### src/rtl/data_mem_arbiter.sv
// data_mem_arbiter: shares one byte-addressed data memory between the pipeline MEM stage (port 0) and the debug loader (port 1).
module data_mem_arbiter #(
  parameter int ADDR_W       = 16,
  parameter int DATA_W       = 16,
  parameter int STARVE_LIMIT = 4
) (
  input  logic              clk,
  input  logic              reset,
  input  logic              p0Req,
  input  logic              p0We,
  input  logic [1:0]        p0Size,
  input  logic [ADDR_W-1:0] p0Addr,
  input  logic [DATA_W-1:0] p0WData,
  output logic              p0Gnt,
  output logic              p0RValid,
  input  logic              p1Req,
  input  logic              p1We,
  input  logic [1:0]        p1Size,
  input  logic [ADDR_W-1:0] p1Addr,
  input  logic [DATA_W-1:0] p1WData,
  output logic              p1Gnt,
  output logic              p1RValid,
  output logic [DATA_W-1:0] rData,
  output logic              memWrEnable,
  output logic              memRdEnable,
  output logic [1:0]        memNumberOfByte,
  output logic [ADDR_W-1:0] memAddress,
  output logic [DATA_W-1:0] memIn,
  input  logic [DATA_W-1:0] memOut,
  output logic              busy
);
  localparam int CW = $clog2(STARVE_LIMIT + 1);
  localparam logic [CW-1:0] LIMIT = CW'(STARVE_LIMIT);
  typedef enum logic [1:0] {IDLE, CMD, RESP} state_t;
  state_t state, state_n;
  logic [CW-1:0] starve_cnt;
  logic owner, is_rd, illegal, take, pick1, sel_we;
  logic [1:0] sel_size;
  logic [ADDR_W-1:0] sel_addr;
  logic [DATA_W-1:0] sel_wdata;
  always_comb begin
    take      = p0Req | p1Req;
    pick1     = p1Req & (~p0Req | starve_cnt == LIMIT);
    sel_we    = pick1 ? p1We : p0We;
    sel_size  = pick1 ? p1Size : p0Size;
    sel_addr  = pick1 ? p1Addr : p0Addr;
    sel_wdata = pick1 ? p1WData : p0WData;
    state_n   = state == IDLE ? (take ? CMD : IDLE) :
                state == CMD  ? (is_rd ? RESP : IDLE) : IDLE;
  end
  always_ff @(posedge clk)
    if (!reset) state <= IDLE;
    else state <= state_n;
  assign busy = state != IDLE;
  always_ff @(posedge clk) begin
    if (!reset) begin
      {p0Gnt, p1Gnt, p0RValid, p1RValid, memWrEnable, memRdEnable} <= '0;
      {owner, is_rd, illegal} <= '0;
      memNumberOfByte <= '0;
      memAddress      <= '0;
      memIn           <= '0;
      rData           <= '0;
      starve_cnt      <= '0;
    end else begin
      {p0Gnt, p1Gnt, p0RValid, p1RValid, memWrEnable, memRdEnable} <= '0;
      if (state == IDLE) begin
        starve_cnt <= (~p1Req | pick1) ? '0 : (starve_cnt == LIMIT ? LIMIT : starve_cnt + 1'b1);
        if (take) begin
          owner           <= pick1;
          is_rd           <= ~sel_we;
          illegal         <= sel_size == 2'b11;
          memWrEnable     <= sel_we;
          // an illegal-size read runs the normal timing but never strobes the memory
          memRdEnable     <= ~sel_we & (sel_size != 2'b11);
          memNumberOfByte <= sel_size;
          memAddress      <= sel_addr;
          memIn           <= sel_wdata;
          p0Gnt           <= ~pick1;
          p1Gnt           <= pick1;
        end
      end
      if (state == RESP) begin
        rData    <= illegal ? '0 : memOut;
        p0RValid <= ~owner;
        p1RValid <= owner;
      end
    end
  end
endmodule

### config.mk
export PLATFORM = sky130hd
export DESIGN_NAME = data_mem_arbiter
export DESIGN_NICKNAME = d
export VERILOG_FILES = /design/src/rtl/data_mem_arbiter.sv
export SDC_FILE = /design/constraint.sdc
export NUM_CORES = 1
export LEC_CHECK = 0
export BUFFER_PORTS_ARGS = -buffer_cell sky130_fd_sc_hd__buf_2
export CAP_MARGIN = 5
export CORE_UTILIZATION = 51
export DETAILED_ROUTE_END_ITERATION = 8
export GPL_ROUTABILITY_DRIVEN = 0
export PLACE_DENSITY_LB_ADDON = 0.05
export SYNTH_ARGS = -nofsm -noshare
export SYNTH_HDL_FRONTEND = slang
export SYNTH_SLANG_ARGS = --single-unit
### constraint.sdc
create_clock -name clk -period 4.7 [get_ports clk]
set_clock_uncertainty 0.05 [all_clocks]
set_input_delay 0.235 -clock clk [delete_from_list [all_inputs] [get_ports clk]]
set_output_delay 0.235 -clock clk [all_outputs]
set_load 0.05 [all_outputs]
==> results of run 1 <==
-- per-stage QoR --
stage	power (mW)	std cells	cell area [µm²]	util, %	worst slack (ns)
after floorplan	0.868	338	3190	-	3.14
after global placement	0.947	528	3830	63.9	2.38
after detailed placement	0.952	528	3830	63.9	2.34
after CTS	1.44	544	4040	67.4	2.32
after global routing	1.49	544	4040	67.4	2.15
final	1.43	544	4040	67.4	2.34
-- power groups by stage --
stage | Combinational (mW) | Clock, mW | Sequential, mW
final | 0.340 | 0.492 | 0.599
after detailed placement | 0.342 | 0 | 0.610
after floorplan | 0.147 | 0 | 0.721
after global placement | 0.337 | 0 | 0.610
after global routing | 0.364 | 0.523 | 0.603
after CTS | 0.342 | 0.499 | 0.599
-- cells in the mapped netlist, drive strengths merged --
library cell   n
a21bo          1
a21boi         6
a21oi          4
a221o         35
a22o          17
a32oi          1
and2           1
and4b          1
buf           32
clkbuf         3
dfxtp         64
ha             2
inv            7
nand2         72
nand2b         1
nand3          5
nand3b         1
nand4          2
nor2           7
nor2b          1
nor3          35
nor4          35
nor4b          1
o211ai         1
o21ai          1
o2bb2ai        1
or2            1
-- flip-flops by register name, indices dropped and copies added (netlist names) --
name	count
owner	1
p1RValid	1
memRdEnable	1
state	2
is_rd	1
memWrEnable	1
memIn	16
p0RValid	1
illegal	1
p0Gnt	1
rData	16
starve_cnt	3
p1Gnt	1
memAddress	16
memNumberOfByte	2
-- logic make-up after synthesis --
logic type	after synthesis	synth area share, %
AND/OR/NAND/NOR	163	31.8
AO/OA/AOI/OAI	67	19.4
flip-flops	64	40.2
buffers and inverters	42	7.85
adder cells (fa/ha/maj)	2	0.784
-- routing by layer --
metal | share of wire [%] | routed length [µm] | vias to the layer above
met2 | 47 | 3860 | 126
met5 | 0 | 0 | -
met3 | 7.8 | 644 | 10
met4 | 1.3 | 104 | 0
met1 | 44 | 3630 | 1406
li1 | - | - | 1511
-- layout make-up --
class / count / area, µm² / area share [%]
multi-input combinational: 232 / 1670 / 41.3
clock inverter: 5 / 55.1 / 1.36
timing repair buffer: 150 / 761 / 18.8
clock buffer: 11 / 151 / 3.75
inverter: 7 / 28.8 / 0.713
tap: 75 / 93.8 / 2.32
sequential: 64 / 1280 / 31.7
-- path summary, 6_finish.rpt --
check	from	to	cells past startpoint
worst max-delay path	starve_cnt[0]	memAddress[5]	6
worst min register to register	owner	p0RValid	1
worst min-delay path	memOut[2]	rData[2]	2
worst max register to register	starve_cnt[0]	memAddress[5]	6
==> impl_metrics.tcl, run 1 <==
set metrics [dict create \
    status "finished clean" \
    tns_ns 0 \
    cts_hold_buf 0 \
    cts_setup_buffers 0 \
    timing.hold.ws_ns 0.0507 \
    crit_type "reg2reg" \
    seq_area_frac_synth_pct 40.2 \
    cp-end-kind "flip-flop" \
    routedWlPerCell_um 15.1 \
    cp_max_fo 24 \
    drive_gt1_share_pct 44.8 \
    slowest_delay_ns 0.74 \
    period_share_pct 50.3 \
    cts.sinks 64 \
    grt_pass1_wl_um 13100 \
    synthCells 338 \
    internal_power_mw 0.950 \
    htree_levels 3 \
    cpLargestDelayFamily "compound AO/OA/AOI/OAI gates" \
    core_um2 5990 \
    p_clk_share_pct 34.4 \
    fmax_mhz 423 \
    power_frac_comb_pct 23.8 \
    setup_viol 0 \
    rrSetupSlack_ns 2.34 \
    drt_iter0_drc 111 \
    worstPathRequired_ns 4.88 \
    path_cells "inv_1 -> ha_1 -> a21boi_4 -> buf_4 -> nor4_2 -> a221o_1" \
    cp.arrival_ns 2.55 \
    fin_crit_ns 2.36 \
    die_w_um 81.1 \
    synth.avg_cell_area_um2 9.44 \
    avgViaCountPerCell 5.61 \
    layout_common_cells "buf_2 (146), nand2_1 (71), dfxtp_1 (64)" \
    first_global_vias 2846 \
    slew_viol_final 0 \
    synth_seq_cells 64 \
    busiest_layer "met2" \
    grtUsageMet1_pct 31.4 \
    grt-ovfl-total 0 \
    synth_cell_types 37 \
    port_buffers 146 \
    remaining_drc_errors 0 \
    use_met2_pct 44.0 \
    dieHeight_um 81.1 \
    clock-root-buffer "clkbuf_8" \
    worstSetupStartpointType "flip-flop" \
    numCtsBuffers 9 \
    grt.total_usage_pct 25.9 \
    hpwl_um 5470 \
    cp_num_buf_inv 2 \
    first_pass_iters 4 \
    dieArea_um2 6570 \
    power_density_nw_per_um2 355 \
    rows 28 \
    antenna_found_initial 0 \
    synth_largest_area_cell "dfxtp_1" \
    swShare_pct 33.6 \
    syn_nets 430 \
    p_switching_mw 0.481 \
    met3_usage_pct 6.07 \
    fillCellCount 531 \
    start_util_pct 53.2 \
    vias 3053 \
    min_path_type "in2reg" \
    io_pins 147 \
    synth_area_leaders "dfxtp_1 (40%), nor4_2 (14%), a221o_1 (11%)" \
    syn_to_final_growth_pct 26.6 \
    clk_pin_slew_ns 0.08 \
    hold_viol_final 0 \
    p_leak_nw 1.83 \
    fin_nets 556 \
    slowest_stage "a21boi_4" \
    wirelength_um 8240 \
    mostFrequentLayoutCell "buf_2" \
    cts_repair_resize_count 0 \
    synth_top_area_share_pct 40.2 \
    synth_warnings 0 \
    ir_worst_vdd_v 0.000202 \
    drt.antenna.violating_nets 0 \
    syn-cell-area_um2 3190 \
    slew_headroom_pct 24.0 \
    worst_slew_pin_slew_ns 1.14 \
    n_antenna_cell 0 \
    grt_setup_unrepaired "false" \
    cts.path.max_buffers 2 \
    seq_power_share_pct 41.9 \
    insertion_delay_ns 0.35 \
    grt_max_degree 64 \
    cts_tree "done" \
    drv_cap 0 \
]
No activity file was read; power rests on OpenSTA's default activity.
==> run 2: changes to the inputs <==
ABC_AREA = 1   (was not set)
CORE_UTILIZATION = 44   (was 51)
clock period = 2.5 ns   (was 4.7 ns; I/O delays follow)
==> impl_metrics.tcl, run 2 <==
set metrics [dict create \
    status "finished clean" \
    fmax_mhz 439 \
    cts_tree "done" \
    fin_crit_ns 2.28 \
    grt-ovfl-total 0 \
    met3_usage_pct 5.11 \
    dieHeight_um 80.2 \
    drt_iter0_drc 135 \
    slowest_delay_ns 0.56 \
    first_global_vias 2772 \
    power_density_nw_per_um2 610 \
    cpLargestDelayFamily "buffers and inverters" \
    routedWlPerCell_um 12.3 \
    start_util_pct 45.4 \
    synth_seq_cells 64 \
    seq_area_frac_synth_pct 47.6 \
    rows 28 \
    setup_viol 0 \
    multi_input_area_um2 1210 \
    path_cells "inv_1 -> ha_1 -> nand2_1 -> nand2_2 -> nand2_4 -> nor2_4 -> buf_12 -> nand2_2 -> nand3_1 -> dlygate4sd3_1" \
    slew_headroom_pct 61.2 \
    grt_max_degree 38 \
    synth.avg_cell_area_um2 8.33 \
    hold_start "memOut[3]" \
    drive_gt1_share_pct 38.0 \
    vias 2992 \
    numCtsBuffers 9 \
    crit_type "reg2reg" \
    tns_ns 0 \
    p_leak_nw 2.28 \
    period_share_pct 91.2 \
    slowest_stage "dlygate4sd3_1" \
    synth-edff-count 0 \
    syn_to_final_growth_pct 61.3 \
    slew_viol_final 0 \
    reg_top3 "memAddress (16), memIn (16), rData (16)" \
    port_buffers 146 \
    worstPathRequired_ns 2.67 \
    fin_nets 633 \
    grt_setup_unrepaired "false" \
    hold_viol_final 0 \
    synth_largest_area_cell "dfxtp_1" \
    grtUsageMet1_pct 29.1 \
    drt.antenna.violating_nets 0 \
    synth_most_common_cell "nand2_1" \
    internal_power_mw 1.82 \
    min_path_type "in2reg" \
    rrSetupSlack_ns 0.22 \
    cts.sinks 64 \
    fillCellCount 465 \
    critical_path.most_common_cell "nand2_2" \
    p_switching_mw 0.830 \
    timing.rr.start "starve_cnt[0]" \
    cp_max_fo 38 \
    cp_num_buf_inv 3 \
    swShare_pct 31.4 \
    finalPower_mw 2.65 \
    p_clk_share_pct 32.6 \
    grt_pass1_wl_um 12000 \
    synthCells 323 \
    n_antenna_cell 0 \
    seq_power_share_pct 42.3 \
    regArea_um2 1280 \
    synth_top_area_share_pct 47.6 \
    die_w_um 80.2 \
    grt.total_usage_pct 24.0 \
    cp.arrival_ns 2.45 \
    io_pins 147 \
    clock-root-buffer "clkbuf_8" \
    postSynth.asyncResetShare_pct 0 \
    syn-cell-area_um2 2690 \
    remaining_drc_errors 0 \
    htree_levels 3 \
    startpoint "starve_cnt[0]" \
    synth_warnings 0 \
    synth_cell_types 25 \
    core_um2 5920 \
    antenna_found_initial 0 \
    synth_common_cells "nand2_1 (82), nand3_1 (76), dfxtp_1 (64), nand2_2 (22), o21ai_0 (19)" \
    layout_common_cells "buf_2 (146), nand2_1 (82), dlygate4sd3_1 (77)" \
    wirelength_um 7630 \
    dieArea_um2 6430 \
    avgViaCountPerCell 4.83 \
    use_met2_pct 40.3 \
    hpwl_um 4460 \
    cts.path.max_buffers 2 \
    first_pass_iters 4 \
    mostFrequentLayoutCell "buf_2" \
    worstSetupStartpointType "flip-flop" \
    busiest_layer "met2" \
    clk_pin_slew_ns 0.06 \
    synth_area_leaders "dfxtp_1 (48%), nand3_1 (14%), nand2_1 (11%)" \
    ir_worst_vdd_v 0.000441 \
    worst_slew_pin_slew_ns 0.581 \
    cp-end-kind "flip-flop" \
    synthFlopType "dfxtp_1" \
    syn_nets 415 \
    drv_cap 0 \
    power_frac_comb_pct 25.1 \
    insertion_delay_ns 0.34 \
]
-- run 2: what timing repair did --
action	4_1_cts	5_1_grt
endpoints found under the setup margin	0	32
hold buffers	77	0
resized for setup	0	0
buffers inserted	0	1
hold endpoints to repair	45	0
-- run 2: tightest hold or removal path: cells and delay by family --
kind / cells / cell delay [ns]
AOI/OAI and AO/OA: 1 / 0.08
buffers and inverters: 1 / 0.09
and+or+nand+nor: 1 / 0.05
-- run 2: final cells by class --
cell class,count,share of cell area (%)
sequential,64,29.5
clock buffer,11,3.26
clock inverter,4,1.04
multi-input combinational,231,27.9
tap,75,2.16
inverter,11,1.07
timing repair buffer,224,35.1
-- run 2: path summary, 6_finish.rpt --
kind / endpoint / cells past startpoint
hold reg to reg: p0RValid / 1
setup reg to reg: memIn[5] / 10
hold / removal: rData[3] / 3
setup / recovery: memIn[5] / 10
-- run 2: cells by family after synthesis --
family	after synthesis	share of synthesized area, %
AO/OA/AOI/OAI	24	4.51
XOR/XNOR	1	0.326
adder cells (fa/ha/maj)	2	0.930
buffers and inverters	29	7.77
flip-flops	64	47.6
AND/OR/NAND/NOR	203	38.8
-- run 2: routing by layer --
metal  share of wire [%]  vias to the layer above
met5                   0                        -
met4                0.79                        0
met3                 5.9                        6
met2                  47                      101
met1                  46                     1385
li1                    -                     1500
-- run 2: power by group through the flow --
stage,sequential [mW],clock (mW),combinational (mW)
floorplan,1.35,0,0.183
global placement,1.14,0,0.530
detailed placement,1.14,0,0.532
CTS,1.12,0.886,0.653
global route,1.13,0.930,0.713
finish,1.12,0.863,0.664
-- run 2: per-stage QoR --
| stage | hold WS (ns) | setup WS [ns] | std cells | cell area, µm² | util, % |
|---|---|---|---|---|---|
| finish | 0.0140 | 0.221 | 620 | 4340 | 73.3 |
| global route | 0.0122 | 0.107 | 620 | 4340 | 73.3 |
| CTS | 0.00463 | 0.0570 | 618 | 4310 | 72.8 |
| detailed placement | 0.279 | 0.614 | 526 | 3350 | 56.6 |
| global placement | 0.271 | 0.635 | 526 | 3350 | 56.6 |
| floorplan | 0.180 | 1.15 | 323 | 2690 | - |
==> run 3: changes to the inputs <==
ABC_AREA = not set   (was 1)
CORE_UTILIZATION = 47   (was 44)
==> impl_metrics.tcl, run 3 (synthesis results as in run 1) <==
set metrics [dict create \
    status "finished, violations left" \
    violations "DRC" \
    port_buffers 146 \
    drive_gt1_share_pct 43.7 \
    grt_max_degree 41 \
    cpLargestDelayFamily "compound AO/OA/AOI/OAI gates" \
    worstSetupStartpointType "flip-flop" \
    slowest_stage "a221o_1" \
    die_w_um 84.4 \
    p_clk_share_pct 32.9 \
    cts.path.max_buffers 2 \
    dieHeight_um 84.4 \
    worstPathRequired_ns 2.66 \
    postLayoutCoreUtil_pct 66.2 \
    met3_usage_pct 5.60 \
    worst_slack_ns 0.577 \
    power_density_nw_per_um2 632 \
    fin_crit_ns 1.92 \
    timing.hold.ws_ns 0.0478 \
    start_util_pct 49.4 \
    core_um2 6460 \
    mostFrequentLayoutCell "buf_2" \
    htree_levels 3 \
    remaining_drc_errors 13 \
    ir_worst_vdd_v 0.000257 \
    fin_nets 577 \
    syn_to_final_growth_pct 34.1 \
    routedWlPerCell_um 15.4 \
    slew_headroom_pct 49.5 \
    p_switching_mw 0.907 \
    fmax_mhz 520 \
    crit_type "reg2reg" \
    cts_tree "done" \
    setup_viol 0 \
    n_antenna_cell 0 \
    final_cells 567 \
    path_cells "inv_1 -> ha_1 -> a21bo_2 -> nand2_2 -> a221o_1" \
    slowest_delay_ns 0.46 \
    cp-end-kind "flip-flop" \
    clock-root-buffer "clkbuf_8" \
    drv_cap 0 \
    first_pass_iters 7 \
    numCtsBuffers 9 \
    busiest_layer "met2" \
    grt.total_usage_pct 25.3 \
    period_share_pct 76.9 \
    p_leak_nw 1.94 \
    swShare_pct 33.5 \
    cp_max_fo 37 \
    vias 3139 \
    slew_viol_final 0 \
    reg_top3 "memAddress (16), memIn (16), rData (16)" \
    internal_power_mw 1.80 \
    worst_slew_pin_slew_ns 0.755 \
    pre_cts_ws_ns 0.585 \
    seq_power_share_pct 41.6 \
    power_frac_comb_pct 25.5 \
    dp.cells 535 \
    avgViaCountPerCell 5.54 \
    io_pins 147 \
    first_global_vias 2993 \
    fillCellCount 563 \
    cp.arrival_ns 2.08 \
    use_met2_pct 42.7 \
    grt_pass1_wl_um 14400 \
    cp_num_buf_inv 1 \
    min_path_type "in2reg" \
    wirelength_um 8720 \
    tns_ns 0 \
    insertion_delay_ns 0.33 \
    grt_setup_unrepaired "false" \
    drt_iter0_drc 113 \
    clk_pin_slew_ns 0.07 \
    rows 29 \
    grt-ovfl-total 0 \
    layout_common_cells "buf_2 (146), nand2_1 (71), dfxtp_1 (64)" \
    drt.antenna.violating_nets 0 \
    hold_viol_final 0 \
    grtUsageMet1_pct 32.7 \
    dieArea_um2 7120 \
    cts.sinks 64 \
    hpwl_um 5610 \
    antenna_found_initial 0 \
]
## run 3: cell types whose count changed in the layout (fill, tap and decap cells not counted), moves of 11 or more
cell	delta
a22o_1	+17
a221o_1	+35
nand2_1	-11
dlygate4sd3_1	-61
nor4_2	+35
o21ai_0	-19
nand3_1	-71
nand2_2	-21
nor3_1	+35
## run 3: area by class of cell
| type | count | area [µm²] | area share, % |
|---|---|---|---|
| multi-input cells | 232 | 1670 | 38.9 |
| well taps | 77 | 96.3 | 2.25 |
| clock buffers | 11 | 141 | 3.31 |
| inverters | 7 | 28.8 | 0.673 |
| flip-flops and latches | 64 | 1280 | 30.0 |
| clock inverters | 5 | 56.3 | 1.32 |
| repair buffers | 171 | 1010 | 23.6 |
## run 3: power by group through the flow
stage          combinational, mW  sequential [mW]  clock, mW
6_report                   0.689             1.12      0.891
2_1_floorplan              0.277             1.35          0
5_1_grt                    0.737             1.13      0.950
4_1_cts                    0.691             1.12      0.904
3_3_place_gp               0.663             1.15          0
3_5_place_dp               0.671             1.15          0
## run 3: final timing paths
kind	slack, ns	end	from	cells after the start
min	0.05	memRdEnable	p1We	4
max	0.58	memIn[8]	starve_cnt[0]	5
min reg2reg	0.40	p1RValid	owner	2
max reg2reg	0.58	memIn[8]	starve_cnt[0]	5
## run 3: through the flow
stage,instance area [µm²],total power [mW]
finish,4280,2.71
global route,4280,2.82
CTS,4280,2.72
detailed placement,3920,1.82
global placement,3920,1.81
floorplan,3190,1.63
## run 3: tightest hold or removal path, delay by kind of cell
family	cells	cell delay [ns]
buf+inv	1	0.09
simple gates	1	0.07
compound gates	2	0.10
## run 3: repair_timing
item | in CTS | in global routing
hold buffers | 16 | 0
setup buffers | 0 | 0
gates resized for setup | 0 | 0
endpoints found under the hold margin | 16 | 0
## run 3: layer usage
metal	up-vias	wire [µm]
met2	111	4000
met1	1462	4070
met4	0	67
met5	-	0
li1	1559	-
met3	7	587
